**src/rtl/rr_timeslice_arbiter_pkg.sv**
```systemverilog
// Shared types and helpers for the time-sliced round-robin arbiter.
package rr_arb_pkg;

    typedef enum logic {
        ST_IDLE  = 1'b0,
        ST_GRANT = 1'b1
    } state_t;

    // A one-requester arbiter still needs a one-bit index.
    function automatic int unsigned idx_width(input int unsigned n);
        return (n <= 1) ? 1 : $clog2(n);
    endfunction

endpackage

```
**src/rtl/rr_timeslice_arbiter_if.sv**
```systemverilog
// Request/grant bundle between requesters (master) and the arbiter (slave).
interface rr_timeslice_arbiter_if
    import rr_arb_pkg::*;
#(
    parameter int N     = 4,
    parameter int SLICE = 4
);
    localparam int IW = idx_width(N);
    localparam int CW = $clog2(SLICE + 1);

    logic [N-1:0]  req;
    logic [N-1:0]  gnt;
    logic          gnt_valid;
    logic [IW-1:0] gnt_id;
    logic [CW-1:0] slice_cnt;

    modport master (
        output req,
        input  gnt, gnt_valid, gnt_id, slice_cnt
    );

    modport slave (
        input  req,
        output gnt, gnt_valid, gnt_id, slice_cnt
    );

endinterface

```
**src/rtl/rr_timeslice_arbiter_pick.sv**
```systemverilog
// Combinational rotate-priority encoder: first active request at or after start,
// wrapping at N-1, optionally skipping one index.
module rr_pick #(
    parameter int N  = 4,
    parameter int IW = 2
) (
    input  logic [N-1:0]  req,
    input  logic [IW-1:0] start,
    input  logic          excl_en,
    input  logic [IW-1:0] excl_idx,
    output logic          found,
    output logic [IW-1:0] idx
);

    int unsigned   pos;
    logic [IW-1:0] cand;

    always_comb begin
        found = 1'b0;
        idx   = '0;
        pos   = 0;
        cand  = '0;
        for (int unsigned k = 0; k < N; k++) begin
            pos  = (32'(start) + k) % N;
            cand = IW'(pos);
            if (!found && req[cand] && !(excl_en && cand == excl_idx)) begin
                found = 1'b1;
                idx   = cand;
            end
        end
    end

endmodule

```
**src/rtl/rr_timeslice_arbiter.sv**
```systemverilog
// Round-robin arbiter with a bounded time slice per grant; all outputs registered.
module rr_timeslice_arbiter
    import rr_arb_pkg::*;
#(
    parameter int N     = 4,
    parameter int SLICE = 4
) (
    input  logic clk,
    input  logic rst_n,
    rr_timeslice_arbiter_if.slave bus
);

    localparam int IW = idx_width(N);
    localparam int CW = $clog2(SLICE + 1);

    state_t        state, state_n;
    logic [IW-1:0] ptr, ptr_n;
    logic [IW-1:0] id, id_n;
    logic [CW-1:0] cnt, cnt_n;
    logic [N-1:0]  gnt, gnt_n;
    logic          valid;
    logic [IW-1:0] start, win, sel;
    logic          found, excl_en, grant;

    // Search always begins after the most recent grant; in GRANT that is the holder.
    assign start   = (ptr == IW'(N - 1)) ? '0 : ptr + 1'b1;
    assign excl_en = (state == ST_GRANT);

    rr_pick #(
        .N  (N),
        .IW (IW)
    ) u_pick (
        .req      (bus.req),
        .start    (start),
        .excl_en  (excl_en),
        .excl_idx (id),
        .found    (found),
        .idx      (win)
    );

    // On expiry with no other requester the holder is re-granted a fresh slice.
    assign sel = found ? win : id;

    always_comb begin
        state_n = state;
        ptr_n   = ptr;
        id_n    = id;
        cnt_n   = cnt;
        grant   = 1'b0;
        case (state)
            ST_IDLE: begin
                grant = found;
            end
            ST_GRANT: begin
                if (!bus.req[id]) begin
                    if (found) begin
                        grant = 1'b1;
                    end else begin
                        state_n = ST_IDLE;
                        cnt_n   = '0;
                    end
                end else if (cnt < CW'(SLICE)) begin
                    cnt_n = cnt + 1'b1;
                end else begin
                    grant = 1'b1;
                end
            end
            default: state_n = ST_IDLE;
        endcase
        if (grant) begin
            state_n = ST_GRANT;
            ptr_n   = sel;
            id_n    = sel;
            cnt_n   = CW'(1);
        end
        gnt_n = '0;
        if (state_n == ST_GRANT) begin
            gnt_n[id_n] = 1'b1;
        end
    end

    always_ff @(posedge clk) begin
        if (!rst_n) begin
            state <= ST_IDLE;
            ptr   <= IW'(N - 1);
            id    <= '0;
            cnt   <= '0;
            gnt   <= '0;
            valid <= 1'b0;
        end else begin
            state <= state_n;
            ptr   <= ptr_n;
            id    <= id_n;
            cnt   <= cnt_n;
            gnt   <= gnt_n;
            valid <= (state_n == ST_GRANT);
        end
    end

    assign bus.gnt       = gnt;
    assign bus.gnt_valid = valid;
    assign bus.gnt_id    = id;
    assign bus.slice_cnt = cnt;

endmodule

```
**src/flat_wrapper.sv**
```systemverilog
// flat-port wrapper written by rule: the top's interface ports become plain ports
module rr_timeslice_arbiter_flat import rr_arb_pkg::*;
#(
    parameter int N     = 4,
    parameter int SLICE = 4
)
  (clk, rst_n, bus_req, bus_gnt, bus_gnt_valid, bus_gnt_id, bus_slice_cnt);
  rr_timeslice_arbiter_if #(.N(N), .SLICE(SLICE)) bus_i ();
  input  logic clk;
  input  logic rst_n;
  input wire logic [$bits(bus_i.req)-1:0] bus_req;
  output wire logic [$bits(bus_i.gnt)-1:0] bus_gnt;
  output wire logic [$bits(bus_i.gnt_valid)-1:0] bus_gnt_valid;
  output wire logic [$bits(bus_i.gnt_id)-1:0] bus_gnt_id;
  output wire logic [$bits(bus_i.slice_cnt)-1:0] bus_slice_cnt;
  assign bus_i.req = bus_req;
  assign bus_gnt = bus_i.gnt;
  assign bus_gnt_valid = bus_i.gnt_valid;
  assign bus_gnt_id = bus_i.gnt_id;
  assign bus_slice_cnt = bus_i.slice_cnt;
  rr_timeslice_arbiter #(.N(N), .SLICE(SLICE)) u_core (.clk(clk), .rst_n(rst_n), .bus(bus_i));
endmodule
```
**config.mk**
```make
export PLATFORM = sky130hd
export DESIGN_NAME = rr_timeslice_arbiter_flat
export DESIGN_NICKNAME = d
export VERILOG_FILES = /design/src/rtl/rr_timeslice_arbiter_pkg.sv /design/src/rtl/rr_timeslice_arbiter_if.sv /design/src/rtl/rr_timeslice_arbiter_pick.sv /design/src/rtl/rr_timeslice_arbiter.sv /design/src/flat_wrapper.sv
export SDC_FILE = /design/constraint.sdc
export NUM_CORES = 1
export LEC_CHECK = 0
export CAP_MARGIN = 20
export CORE_ASPECT_RATIO = 1.25
export CORE_MARGIN = 5
export CORE_UTILIZATION = 30
export DETAILED_ROUTE_END_ITERATION = 7
export GPL_ROUTABILITY_DRIVEN = 0
export GPL_TIMING_DRIVEN = 0
export SYNTH_ARGS = -nofsm -noshare
export SYNTH_HDL_FRONTEND = slang
export SYNTH_HIERARCHICAL = 1
export SYNTH_SLANG_ARGS = --single-unit
```
**constraint.sdc**
```tcl
create_clock -name clk -period 2.6 [get_ports clk]
set_input_delay 0.52 -clock clk [delete_from_list [all_inputs] [get_ports clk]]
set_output_delay 0.52 -clock clk [all_outputs]
set_load 0.05 [all_outputs]
```
Yosys cells after proc, flatten, opt, wreduce, memory -nomap -nowiden
Cells that the tools add are included.
{"block": "op_classes", "add_sub_neg": 5, "order_cmp": 8, "n_eq_ne": 9, "muxes": 35, "n_bitwise": 2, "reduce_logical": 24}
{"op": "2-bit by 3-bit less-than comparator with 1-bit output (second input constant)", "count": 6}
{"op": "1-bit 2-to-1 mux", "count": 18}
{"op": "2-bit 2-to-1 mux", "count": 7}
{"op": "1-bit logical AND", "count": 12}
{"op": "1-bit binary-select mux with 2-bit select", "count": 5}
{"op": "3-bit 2-to-1 mux", "count": 3}
{"op": "2-bit equality test", "count": 4}
{"op": "1-bit zero test", "count": 7}
{"op": "3-bit AND reduction", "count": 2}
{"op": "2-bit by 1-bit adder with 2-bit output (second input constant)", "count": 2}
{"op": "2-bit adder (second input constant)", "count": 2}
{"op": "2-bit inequality test (second input constant)", "count": 2}
{"op": "3-bit by 1-bit adder with 3-bit output (second input constant)", "count": 1}
{"op": "3-bit less-than comparator (second input constant)", "count": 1}
{"op": "3-bit by 2-bit inequality test with 1-bit output (second input constant)", "count": 1}
{"op": "3-bit inequality test (second input constant)", "count": 1}
{"op": "1-bit demux with 2-bit select", "count": 1}
{"op": "2-bit equality test (second input constant)", "count": 1}
{"op": "2-bit by 1-bit >= comparator with 1-bit output (second input constant)", "count": 1}
{"op": "1-bit NOT", "count": 2}
{"op": "1-bit one-hot mux with 2 select lines", "count": 1}
{"op": "2-bit AND reduction", "count": 1}
{"op": "2-bit nonzero test", "count": 1}
{"op": "2-bit OR reduction", "count": 1}
{"block": "word_totals", "reg_bits": 12, "inputBits": 6, "out_inout_bits": 10, "word_cells": 89}

Longest topological paths before layout
{"block": "depth", "depth_word": 27, "depth_mapped": 8, "ltp_nobuf": 8}

By module
Netlist, hierarchy kept.
{"mod": "rr_timeslice_arbiter", "instances": 1, "cells_each": 63, "area_per_inst_um2": 598.1, "seq_area_each_um2": 240.2}
{"mod": "rr_pick", "instances": 1, "cells_each": 21, "area_per_inst_um2": 158.9, "seq_area_each_um2": 0.0}

Least setup slack after synthesis
No wires, ideal clock.
{"block": "synth_timing", "kind": "reg-to-reg", "start": "reg u_core.id[0], in the netlist u_core/bus.gnt_id[0]", "end": "reg u_core.gnt[0], in the netlist u_core/bus.gnt[0]", "setup_time_ns": 0.080, "arrival_ns": 2.202, "required_time_ns": 2.520, "path_slack_ns": 0.318, "stages_incl_launch_ff": 7, "n_path_buf": 0, "synth_period_minus_slack_ns": 2.282, "path_cell_list": "dfxtp_1 and3b_2 o2111ai_1 inv_1 a21oi_2 mux2_2 nor3b_1"}
{"block": "synth_between", "elab_chain_len": 25, "elab_cells_between_ends": 46, "classes_between": "2 x order compare; 4 x eq/ne; 20 x mux; 20 x reduce/logical"}
{"item": "from (decl)", "line": "rr_timeslice_arbiter.sv:18", "text": "logic [IW-1:0] id, id_n;"}
{"item": "from (signal assigned)", "line": "rr_timeslice_arbiter.sv:93", "text": "id <= id_n;"}
{"item": "2-bit equality test", "line": "rr_timeslice_arbiter_pick.sv:26", "text": "if (!found && req[cand] && !(excl_en && cand == excl_idx)) begin"}
{"item": "1-bit logical AND", "line": "rr_timeslice_arbiter_pick.sv:26"}
{"item": "1-bit zero test", "line": "rr_timeslice_arbiter_pick.sv:26"}
{"item": "1-bit logical AND", "line": "rr_timeslice_arbiter_pick.sv:26"}
{"item": "1-bit 2-to-1 mux", "line": "rr_timeslice_arbiter_pick.sv:26"}
{"item": "1-bit zero test", "line": "rr_timeslice_arbiter_pick.sv:26"}
{"item": "1-bit logical AND (2 in a row)", "line": "rr_timeslice_arbiter_pick.sv:26"}
{"item": "1-bit 2-to-1 mux", "line": "rr_timeslice_arbiter_pick.sv:26"}
{"item": "(+8 left out)"}
{"item": "named net u_core.found", "line": "rr_timeslice_arbiter.sv:23", "text": "logic found, excl_en, grant;"}
{"item": "1-bit 2-to-1 mux", "line": "rr_timeslice_arbiter.sv:56", "text": "if (found) begin"}
{"item": "1-bit 2-to-1 mux", "line": "rr_timeslice_arbiter.sv:55", "text": "if (!bus.req[id]) begin"}
{"item": "1-bit one-hot mux with 2 select lines", "line": "rr_timeslice_arbiter.sv:50", "text": "case (state)"}
{"item": "2-bit 2-to-1 mux", "line": "rr_timeslice_arbiter.sv:70", "text": "if (grant) begin"}
{"item": "2-bit by 3-bit less-than comparator with 1-bit output (implied by the code) / 2-bit by 1-bit >= comparator with 1-bit output (equally long branches)", "line": "rr_timeslice_arbiter.sv:78", "text": "gnt_n[id_n] = 1'b1;"}
{"item": "1-bit logical AND (implied by the code)", "line": "rr_timeslice_arbiter.sv:78"}
{"item": "1-bit 2-to-1 mux (implied by the code)", "line": "rr_timeslice_arbiter.sv:78"}
{"item": "1-bit demux with 2-bit select"}
{"item": "to (signal assigned)", "line": "rr_timeslice_arbiter.sv:95", "text": "gnt <= gnt_n;"}
{"item": "to (decl)", "line": "rr_timeslice_arbiter.sv:20", "text": "logic [N-1:0] gnt, gnt_n;"}
Mark *: on every way through the listed nets, which the timed path passes. The rest lies on a longest branch. The select of a mux whose other input is x is not followed.
A chain may end at the register's enable or synchronous reset.

Worst setup path after layout
{"block": "layout_timing", "start": "in bus_req[2]", "end": "reg u_core.gnt[0], in the netlist u_core/bus.gnt[0]"}
{"block": "layout_between", "elab_chain_len": 24, "elab_cells_between_ends": 42, "classes_between": "2 x order compare; 28 x mux; 12 x reduce/logical"}
{"item": "from (decl)", "line": "flat_wrapper.sv:11", "text": "input wire logic [$bits(bus_i.req)-1:0] bus_req;"}
{"item": "1-bit binary-select mux with 2-bit select", "line": "rr_timeslice_arbiter_pick.sv:26"}
{"item": "1-bit 2-to-1 mux (implied by the code)", "line": "rr_timeslice_arbiter_pick.sv:26"}
{"item": "1-bit logical AND", "line": "rr_timeslice_arbiter_pick.sv:26"}
{"item": "1-bit 2-to-1 mux", "line": "rr_timeslice_arbiter_pick.sv:26"}
{"item": "1-bit zero test", "line": "rr_timeslice_arbiter_pick.sv:26"}
{"item": "1-bit logical AND (2 in a row)", "line": "rr_timeslice_arbiter_pick.sv:26"}
{"item": "1-bit 2-to-1 mux", "line": "rr_timeslice_arbiter_pick.sv:26"}
{"item": "1-bit zero test", "line": "rr_timeslice_arbiter_pick.sv:26"}
{"item": "(+7 left out)"}
{"item": "named net u_core.found", "line": "rr_timeslice_arbiter.sv:23"}
{"item": "1-bit 2-to-1 mux", "line": "rr_timeslice_arbiter.sv:56"}
{"item": "1-bit 2-to-1 mux", "line": "rr_timeslice_arbiter.sv:55"}
{"item": "1-bit one-hot mux with 2 select lines", "line": "rr_timeslice_arbiter.sv:50"}
{"item": "2-bit 2-to-1 mux", "line": "rr_timeslice_arbiter.sv:70"}
{"item": "2-bit by 3-bit less-than comparator with 1-bit output (implied by the code) / 2-bit by 1-bit >= comparator with 1-bit output (equally long branches)", "line": "rr_timeslice_arbiter.sv:78"}
{"item": "1-bit logical AND (implied by the code)", "line": "rr_timeslice_arbiter.sv:78"}
{"item": "1-bit 2-to-1 mux (implied by the code)", "line": "rr_timeslice_arbiter.sv:78"}
{"item": "1-bit demux with 2-bit select"}
Marked as above.

==> impl_metrics.toml <==
[run_status]
outcome = "finished, final reports clean"

[drt]
drt_iter0_markers = 28
vias = 719
drc = 0
first_pass_iters = 4
routed_wl_microns = 1820
drt-vias-per-instance = 5.33
post_drt_wl_per_cell_microns = 13.5
final_antenna_net_count = 0

[grt]
grt_usage_pct = 10.9
grt_pass1_vias = 662
grt-ovfl-total = 0
grt_first_pass_wirelength_microns = 2860
grt_antenna_before_repair = 0
grt_max_degree = 12

[pwr]
ir_drop_uv = 422
total_power_uw = 756
p_per_area_nw_per_um2 = 779
p_leak_nw = 0.365

[sta]
setup_viol = 0
fin_skew_ps = 0.442
fmax_mhz = 411
rsz0062_at_grt = "false"
final_hold_viol_count = 0
timing.final.crit_period_ps = 2430
max-slew-margin-rel_pct = 65.7
tightest_slew_ps = 512
slew_viol_final = 0
period_share_pct = 93.6

[setup_path]
end_kind = "flip-flop"
crit_family = "buffers and inverters"
critPathMostFrequentCell = "inv_1"
required_ps = 2790
path_buf_inv = 3
slowest_stage = "clkdlybuf4s50_1"
cp_cell_sequence = "clkdlybuf4s50_1, inv_1, o2111ai_1, inv_1, a21oi_2, mux2_2, nor3b_1"
critPathKind = "in -> reg"
startpoint_type = "input pin"
path_max_fanout = 7
arrival_ps = 2620
critPathMaxStageDelay_ps = 530

[clock_network]
cts.hold.buffers_added = 0
cts-root-buf = "clkbuf_4"
cts_max_level = 1
cts_max_path_buffers = 2
post_cts_buffers = 0
cts_sinks = 12
worstSkewPairLatency_ps = 270
cts_tree = "built"
cts_resized = 0
path_clk_slew_ps = 70
cts_buffers = 3

[logic_synthesis]
ys_ff_latch = 12
synthTopCellsByArea = "dfxtp_1, nor3b_1, nand2_1, ha_1, nor3b_2"
synth_edf_count = 0
postSynth.asyncResetShare_pct = 0
yosysTopAreaCellShare_pct = 31.7
syn-cell-area_sq_um = 757
postSynthNetCount = 92
syn_inst = 84
ys.flop_type = "dfxtp_1"
synth_cell_types = 38
ys_seq_area_share_pct = 31.7
ys_top_cells_by_count = "dfxtp_1, nand2_1, nor3b_1, nor2_1, inv_1"
post-synth-top-count-cell = "dfxtp_1"
postSynthAreaPerCell_sq_um = 9.01
yosysWarnings = 6
yosys.area.top_type = "dfxtp_1"

[layout]
drive_gt1_share_pct = 13.7
nets = 112
diodes = 0
fillers = 256
area_delta_synth_final_pct = 28.3
stdcell_count = 135
fin_util_pct = 40.0

[die]
dieWidth_microns = 54.9
start_util_pct = 31.2
num_rows = 20
coreArea_sq_um = 2430
dieHeight_microns = 66.2
ios = 16
floorplan.die_area_sq_um = 3630

[run]
drv_cap = 0

[worst_hold_path]
hold_class = "reg -> reg"

[placed_design]
port_buffers = 15
dp_cells = 132
hpwl_microns = 1390
-- through the flow --
step / hold WS, ps / setup slack [ps] / area [sq um] / TNS, ps
after global placement: 519 / -49.8 / 948 / -49.8
after detailed placement: 533 / -64.0 / 948 / -94.2
final: 536 / 167 / 971 / 0
after global routing: 572 / 83.1 / 971 / 0
after CTS: 540 / 220 / 971 / 0
after floorplan: 489 / 318 / 757 / 0
-- routing by layer --
layer / wire length (microns) / global-route usage, % / vias up
met5: 0 / 0 / -
met1: 786 / 12.4 / 337
met4: 51 / 7.29 / 0
li1: - / - / 361
met3: 93 / 2.48 / 4
met2: 888 / 17.5 / 17
-- report_power, final --
part / leakage [nW] / switching, mW / internal (mW)
combinational: 0.252 / 0.230 / 0.163
clock: 0.0138 / 0.0583 / 0.0536
sequential: 0.0989 / 0.0343 / 0.218
total: 0.365 / 0.322 / 0.434
-- cells by family (layout without fill, tap and decap cells) --
logic type,count (synthesis),count (layout),share of synthesized area [%]
DFF,12,12,31.7
AOI/OAI and AO/OA,23,23,23.6
muxes,5,5,8.59
adders and majority gates,2,2,3.31
and+or+nand+nor,37,37,30.2
buffers and inverters,5,23,2.48
-- worst reg2reg max path, cell delays in order, from the launching register on --
cell and delay, ps:
dfxtp_1 510, and3b_2 290, o2111ai_1 440, inv_1 240, a21oi_2 200, mux2_2 360, nor3b_1 200
-- final timing paths --
check / start / end / slack [ps] / depth (start not counted)
max: bus_req[2] / u_core/bus.gnt[0]$_SDFF_PN0_ / 170 / 7
min: u_core/bus.slice_cnt[0]$_SDFFE_PN0P_ / u_core/bus.slice_cnt[0]$_SDFFE_PN0P_ / 540 / 2
max reg2reg: u_core/bus.gnt_id[0]$_SDFF_PN0_ / u_core/bus.gnt[0]$_SDFF_PN0_ / 270 / 6
min reg2reg: u_core/bus.slice_cnt[0]$_SDFFE_PN0P_ / u_core/bus.slice_cnt[0]$_SDFFE_PN0P_ / 540 / 2
-- placed cells by master (no fill, tap or decap), types with 2 or more instances in the layout --
master           instances
nand3b_1                 2
clkdlybuf4s50_1         15
nor3b_2                  2
nor2b_1                  2
a21o_1                   2
nand2b_1                 2
nor3b_1                  7
mux2_2                   2
o21ai_0                  3
o2bb2ai_1                2
nor3_1                   2
mux2i_1                  2
a2bb2oi_1                2
ha_1                     2
clkbuf_4                 3
dfxtp_1                 12
nor2_1                   5
inv_1                    4
nand2_1                  8
a311oi_1                 2
nand3_1                  2
-- sequential cells by signal, summed over array words and instances (netlist names) --
name and cells:
u_core/bus.slice_cnt 3, u_core/ptr 2, u_core/bus.gnt_id 2, u_core/bus.gnt_valid 1, u_core/bus.gnt 4
-- cell type report --
| class | count | area, sq um | share of cell area [%] |
|---|---|---|---|
| Buffer | 1 | 3.75 | 0.387 |
| Clock buffer | 3 | 22.5 | 2.32 |
| Inverter | 4 | 15.0 | 1.55 |
| Multi-Input combinational cell | 67 | 498 | 51.3 |
| Sequential cell | 12 | 240 | 24.7 |
| Tap cell | 33 | 41.3 | 4.25 |
| Timing Repair Buffer | 15 | 150 | 15.5 |
(Power assumes the default switching activity.)
